$ cat src/rtl/wb_stage.sv
// Writeback stage: a two-entry in-order buffer between execute/load and the register file.
// Loads wait at the head for ld_data. One registered write per cycle. Execute is held off until the register-file clear has finished.
module wb_stage #(
  parameter int DEPTH       = 2,
  parameter int INIT_CYCLES = 32
) (
  input  logic        clk,
  input  logic        rst,
  input  logic        ex_valid,
  output logic        ex_ready,
  input  logic [4:0]  ex_rd,
  input  logic [31:0] ex_data,
  input  logic        ex_is_load,
  input  logic        ld_valid,
  input  logic [31:0] ld_data,
  output logic        rf_we,
  output logic [4:0]  rf_rd,
  output logic [31:0] rf_data,
  input  logic [4:0]  chk_rs1,
  input  logic [4:0]  chk_rs2,
  output logic        haz1,
  output logic        haz2,
  output logic        ld_err
);

  // Handshake: an offer transfers at a rising edge where ex_valid and ex_ready are both high.
  // ex_ready does not depend on ex_valid, and execute must keep its fields stable until the transfer.

  localparam logic [5:0] INIT_LAST = 6'(INIT_CYCLES);

  logic [5:0]  init_cnt;
  logic        init_done;

  // Slot 0 is always the head. Slot 1 is valid only when slot 0 is valid.
  logic        v0, v1;
  logic        w0, w1;
  logic [4:0]  rd0, rd1;
  logic [31:0] d0, d1;

  logic [1:0]  occ;
  logic        push;
  logic        pop;
  logic        merge;
  logic        stray_ld;
  logic [31:0] new_data;

  always_ff @(posedge clk or posedge rst) begin
    if (rst) begin
      init_cnt <= '0;
    end else if (init_cnt < INIT_LAST) begin
      init_cnt <= init_cnt + 6'd1;
    end
  end

  assign init_done = (init_cnt == INIT_LAST);

  assign occ      = {1'b0, v0} + {1'b0, v1};
  assign ex_ready = init_done && (occ < 2'(DEPTH));
  assign push     = ex_valid && ex_ready;
  assign pop      = v0 && !w0;
  assign merge    = v0 && w0 && ld_valid;
  assign stray_ld = ld_valid && !(v0 && w0);
  // Load entries carry no meaningful data until the merge.
  assign new_data = ex_is_load ? 32'd0 : ex_data;

  always_ff @(posedge clk or posedge rst) begin
    if (rst) begin
      v0  <= 1'b0;
      w0  <= 1'b0;
      rd0 <= '0;
      d0  <= '0;
      v1  <= 1'b0;
      w1  <= 1'b0;
      rd1 <= '0;
      d1  <= '0;
    end else if (pop) begin
      if (push) begin
        // A push alongside a pop implies occupancy 1, so the new entry becomes the head.
        v0  <= 1'b1;
        w0  <= ex_is_load;
        rd0 <= ex_rd;
        d0  <= new_data;
      end else begin
        v0  <= v1;
        w0  <= w1;
        rd0 <= rd1;
        d0  <= d1;
        v1  <= 1'b0;
        w1  <= 1'b0;
      end
    end else begin
      if (merge) begin
        d0 <= ld_data;
        w0 <= 1'b0;
      end
      if (push) begin
        if (!v0) begin
          v0  <= 1'b1;
          w0  <= ex_is_load;
          rd0 <= ex_rd;
          d0  <= new_data;
        end else begin
          v1  <= 1'b1;
          w1  <= ex_is_load;
          rd1 <= ex_rd;
          d1  <= new_data;
        end
      end
    end
  end

  always_ff @(posedge clk or posedge rst) begin
    if (rst) begin
      rf_we   <= 1'b0;
      rf_rd   <= '0;
      rf_data <= '0;
    end else if (pop) begin
      rf_we   <= (rd0 != 5'd0);
      rf_rd   <= rd0;
      rf_data <= d0;
    end else begin
      rf_we   <= 1'b0;
    end
  end

  always_ff @(posedge clk or posedge rst) begin
    if (rst) begin
      ld_err <= 1'b0;
    end else if (stray_ld) begin
      ld_err <= 1'b1;
    end
  end

  // The in-flight register-file write counts as pending until it lands.
  always_comb begin
    haz1 = 1'b0;
    haz2 = 1'b0;
    if (chk_rs1 != 5'd0) begin
      haz1 = (v0 && (rd0 == chk_rs1)) || (v1 && (rd1 == chk_rs1)) ||
             (rf_we && (rf_rd == chk_rs1));
    end
    if (chk_rs2 != 5'd0) begin
      haz2 = (v0 && (rd0 == chk_rs2)) || (v1 && (rd1 == chk_rs2)) ||
             (rf_we && (rf_rd == chk_rs2));
    end
  end

endmodule

$ cat config.mk
export PLATFORM = sky130hd
export DESIGN_NAME = wb_stage
export DESIGN_NICKNAME = d
export VERILOG_FILES = /design/src/rtl/wb_stage.sv
export SDC_FILE = /design/constraint.sdc
export NUM_CORES = 1
export LEC_CHECK = 0
export CORE_ASPECT_RATIO = 1.25
export CORE_MARGIN = 3
export CORE_UTILIZATION = 53
export DETAILED_ROUTE_END_ITERATION = 7
export PLACE_DENSITY = 0.93
export RECOVER_POWER = 100
export SLEW_MARGIN = 30
export SYNTH_ARGS = -nofsm -noshare
export SYNTH_HDL_FRONTEND = slang
export SYNTH_SLANG_ARGS = --single-unit
$ cat constraint.sdc
create_clock -name clk -period 6.4 [get_ports clk]
set_clock_uncertainty 0.1 [all_clocks]
set_input_delay 1.6 -clock clk [delete_from_list [all_inputs] [get_ports clk]]
set_output_delay 1.6 -clock clk [all_outputs]
set_load 0.1 [all_outputs]
# Word level (Yosys, flattened, before mapping)
# Index checks and enable logic that the tools add are counted.
# totals
ram_bits	0
latch_bits	0
out_inout_bits	42
n_memories	0
rom_bits	0
reg_bits	123
# op_classes
order_cmp	2
muxes	28
n_addsub	2
shift	0
div_mod_pow	0
n_reduce_logical	26
bitwise	1
n_eq_ne	9
n_mul	0
# op_table
operator	count
2-to-1 mux 32 bit	6
equality test 5 bit	6
2-to-1 mux 5 bit	4
2-to-1 mux 1 bit	18
nonzero test 5 bit	3
logical AND 1 bit	12
adder 6 x 1 -> 6 bit, second input constant	1
equality test 6 bit, second input constant	1
less-than comparator 6 bit, second input constant	1
AND reduction 3 bit	2
logical OR 1 bit	4
nonzero test 2 bit	2
adder 1 x 1 -> 2 bit	1
zero test 1 bit	2
less-than comparator 2 bit, second input constant	1
!= test 2 x 1 -> 1 bit, second input constant	1
!= test 2 bit, second input constant	1
AND reduction 2 bit	1
inverter 1 bit	1

# Logic depth before layout (Yosys ltp)
# logic_depth
depth_word	6
depth_mapped	8

# Worst setup path after synthesis
# OpenSTA, ideal clock, no wires.
# synth_path
path_kind	input -> output
from	input chk_rs2[1]
to	output haz2
setup_slack_ns	1.000
t_required_ns	4.700
arrival_time_ns	3.700
cell_stages	5
path_cell_list	xor2_1 > nor4_1 > and3_1 > a31oi_1 > a21oi_1
# synth_between
elab_chain_cells	5
word_cells_on_any_way	10
classes_between	eq/ne (3); mux (1); reduce/logical (6)
# synth_lines
item	line	source
from (decl)	20	input logic [4:0] chk_rs2,
equality test 5 bit	143	haz2 = (v0 && (rd0 == chk_rs2)) || (v1 && (rd1 == chk_rs2)) ||
logical AND 1 bit	143	
logical OR 1 bit (2 in a row)	143	
2-to-1 mux 1 bit (*)	142	if (chk_rs2 != 5'd0) begin
to (decl)	22	output logic haz2,
# Mark *: on every way between the ends. The rest lies on a longest branch, timed or not.

# Worst setup path after layout
# layout_path
from	input chk_rs2[3]
to	output haz2
# The elaborated chain is that of the path after synthesis.

==> impl_metrics.py <==
metrics = {
    "power": {
        "p_leak_nw": 3.68,
        "peakVddDrop_v": 0.000340,
        "p_per_area_nw_per_um2": 539,
    },
    "global_routing": {
        "grt_pass1_wl_um": 29500,
        "first_global_vias": 5960,
        "grt_max_degree": 85,
        "antenna_found_initial": 0,
        "track_usage": 0.261,
        "grt_overflow": 0,
    },
    "drt": {
        "drt_first_iter_violations": 385,
        "vias": 5683,
        "wire_per_inst_um": 18.3,
        "post-route-drc-count": 0,
        "dr.pass1.iters": 5,
        "drtAntennaViolNets": 0,
        "viasPerCell": 5.92,
        "routed_wirelength_um": 17600,
    },
    "floorplan": {
        "fp-row-count": 45,
        "io_pins": 126,
        "design.core.area_um2": 12300,
        "dieArea_um2": 14000,
        "die_h_um": 132,
        "die_x_um": 107,
        "start_util": 0.546,
    },
    "finish": {
        "nets": 869,
        "final_area_um2": 8580,
        "drive_above_1_share": 0.108,
        "diodes": 0,
        "utilization": 0.699,
        "syn_to_final_growth_pct": 28.2,
    },
    "clocking": {
        "clk-insertion-delay-late_ps": 410,
        "clkTransAtPathRegs_ps": 50,
        "h-tree-depth": 4,
        "clockRootBuffer": "clkbuf_16",
        "holdBufCountCts": 0,
        "clock_path_buffers": 2,
        "cts_tree": "built",
        "ctsResizeCount": 0,
        "cts_sinks": 123,
        "cts_buffers": 17,
        "cts_setup_buffers": 0,
    },
    "worst_setup_path": {
        "r2r_start": "w0$_DFF_PP0_",
        "arrival_ps": 3890,
        "endpoint_kind": "primary output",
        "r2r_slack_ps": 1920,
        "worstSetupPathType": "input pin to primary output",
        "crit_required_ps": 4700,
        "ff2ff_path_depth": 3,
        "cp_max_fo": 4,
        "critical_path.startpoint_type": "input pin",
        "worst_r2r_endpoint": "rf_rd[1]$_DFFE_PP0P_",
    },
    "sta": {
        "grt_setup_unrepaired": "false",
        "setup_violations": 0,
        "period_share": 0.874,
        "worst_slack_ps": 809,
        "worst_slew_pin_slew_ps": 2310,
        "slew_violations": 254,
        "tns_ps": 0,
        "relSlewSlack": -0.540,
        "max_freq_mhz": 179,
        "period_needed_ps": 5590,
        "final_hold_viol_count": 0,
        "holdWs_ps": 369,
    },
    "synthesis": {
        "ys_warn_count": 0,
        "yosys_register_bits": 123,
        "avgSynthCellArea_um2": 9.89,
        "synth_cell_type_count": 43,
        "synth_nets": 763,
        "synthesis.area_um2": 6700,
        "netlist_instances": 677,
        "yosysSeqAreaShare": 0.460,
    },
    "placement": {
        "port_buffers": 125,
        "dpl.hpwl_um": 11100,
        "place_ws_ps": 1390,
        "routabilityCongestion": 0.840,
        "post_dp_cell_area_um2": 8000,
    },
    "outcome": {
        "status": "complete, but fails checks",
        "violations": "capacitance limit, slew limit",
    },
    "worst_hold_path": {
        "holdPathStages": 2,
        "hp-class": "register to register",
        "hold_end": "rf_data[20]$_DFFE_PP0P_",
        "worstHoldStart": "rf_data[20]$_DFFE_PP0P_",
    },
    "job": {
        "max-cap-violations": 6,
    },
}
[layout by cell type, fill, tap and decap left out, types with 25 or more instances in the layout]
master / n
o21ai_0: 35
nor2b_1: 31
mux2i_1: 31
nand2_1: 98
a21oi_1: 40
mux2_2: 43
o22ai_1: 35
dfrtp_1: 123
nor2_1: 46
xor2_1: 25
a221oi_1: 31
clkdlybuf4s50_1: 80
dlygate4sd3_1: 43
[final cells by class]
class / instances / area (um^2)
fill: 939 / 3690
multi-input combinational: 490 / 3280
sequential: 123 / 3080
timing repair buffer: 132 / 1280
clock buffer: 18 / 429
clock inverter: 14 / 244
tap: 164 / 205
inverter: 19 / 72.6
[metal layers]
| layer | track usage | part of all wire |
|---|---|---|
| met1 | 0.320 | 0.39 |
| met5 | 0 | 0 |
| met4 | 0.118 | 0.023 |
| met3 | 0.0639 | 0.071 |
| met2 | 0.433 | 0.52 |
[worst max-delay path, stage by stage]
cell             delay (ps)
clkdlybuf4s50_1         520
xor2_1                  200
nor4_1                  280
and3_1                  190
a31oi_1                  50
a21oi_1                 170
clkbuf_1                880
[cell usage after synthesis, drive strengths merged]
cell type | instances | area share
ha | 2 | 0.0037
o41ai | 1 | 0.0041
nor2 | 46 | 0.026
a21o | 1 | 0.0011
a221oi | 31 | 0.041
a2bb2oi | 1 | 0.0013
a21oi | 40 | 0.030
nand2b | 4 | 0.0037
o22ai | 35 | 0.033
and3 | 5 | 0.0047
a21boi | 1 | 0.0011
nand3 | 8 | 0.0060
a211oi | 1 | 0.0011
or3 | 1 | 0.00093
o21bai | 1 | 0.0011
mux2i | 31 | 0.046
o32ai | 1 | 0.0013
nor3 | 2 | 0.0015
clkbuf | 23 | 0.013
nand4b | 1 | 0.0013
buf | 22 | 0.021
xor2 | 25 | 0.033
or3b | 1 | 0.0017
o21ai | 36 | 0.027
mux2 | 61 | 0.11
dfrtp | 123 | 0.46
and4b | 1 | 0.0015
nand2 | 98 | 0.055
inv | 19 | 0.011
a31oi | 2 | 0.0019
xnor2 | 9 | 0.012
nor2b | 31 | 0.029
and2 | 3 | 0.0028
nor3b | 1 | 0.0019
nor4 | 7 | 0.0075
or4 | 2 | 0.0022
[how the worst max path moves through the flow]
stage / slack (ps) / cells past startpoint / start / to
2_1_floorplan: 1000 / 5 / chk_rs2[1] / haz2
3_3_place_gp: 1510 / 7 / chk_rs2[1] / haz2
3_5_place_dp: 1390 / 7 / chk_rs2[3] / haz2
4_1_cts: 1380 / 7 / chk_rs2[3] / haz2
5_1_grt: 750 / 7 / chk_rs2[3] / haz2
6_report: 810 / 7 / chk_rs2[3] / haz2
[registers in the layout (all words and copies together), names as in the netlist]
| register | count |
|---|---|
| rd1 | 5 |
| w0 | 1 |
| rf_rd | 5 |
| w1 | 1 |
| rf_data | 32 |
| init_cnt | 6 |
| v1 | 1 |
| d1 | 32 |
| rf_we | 1 |
| v0 | 1 |
| ld_err | 1 |
| d0 | 32 |
| rd0 | 5 |
[cell families (layout without fill, tap and decap cells)]
group	after synthesis	count (layout)	share of synthesized area
flip-flops	123	123	0.460
XOR/XNOR	34	34	0.0445
AND/OR/NAND/NOR	211	211	0.145
multiplexers	92	92	0.159
adder cells (fa/ha/maj)	2	2	0.00374
AO/OA/AOI/OAI	151	151	0.143
buffers and inverters	64	183	0.0448
[power breakdown]
part	total (mW)	switching [mW]	internal [mW]
clock network	1.09	0.355	0.732
registers	1.36	0.286	1.07
logic	2.18	1.48	0.703
total	4.63	2.12	2.51
[stage by stage]
step	std cells	power, mW
final	960	4.63
after global routing	960	4.87
after CTS	959	4.73
after detailed placement	927	3.62
after global placement	927	3.55
after floorplan	677	3.07
Power figures use the tool's default switching activity.
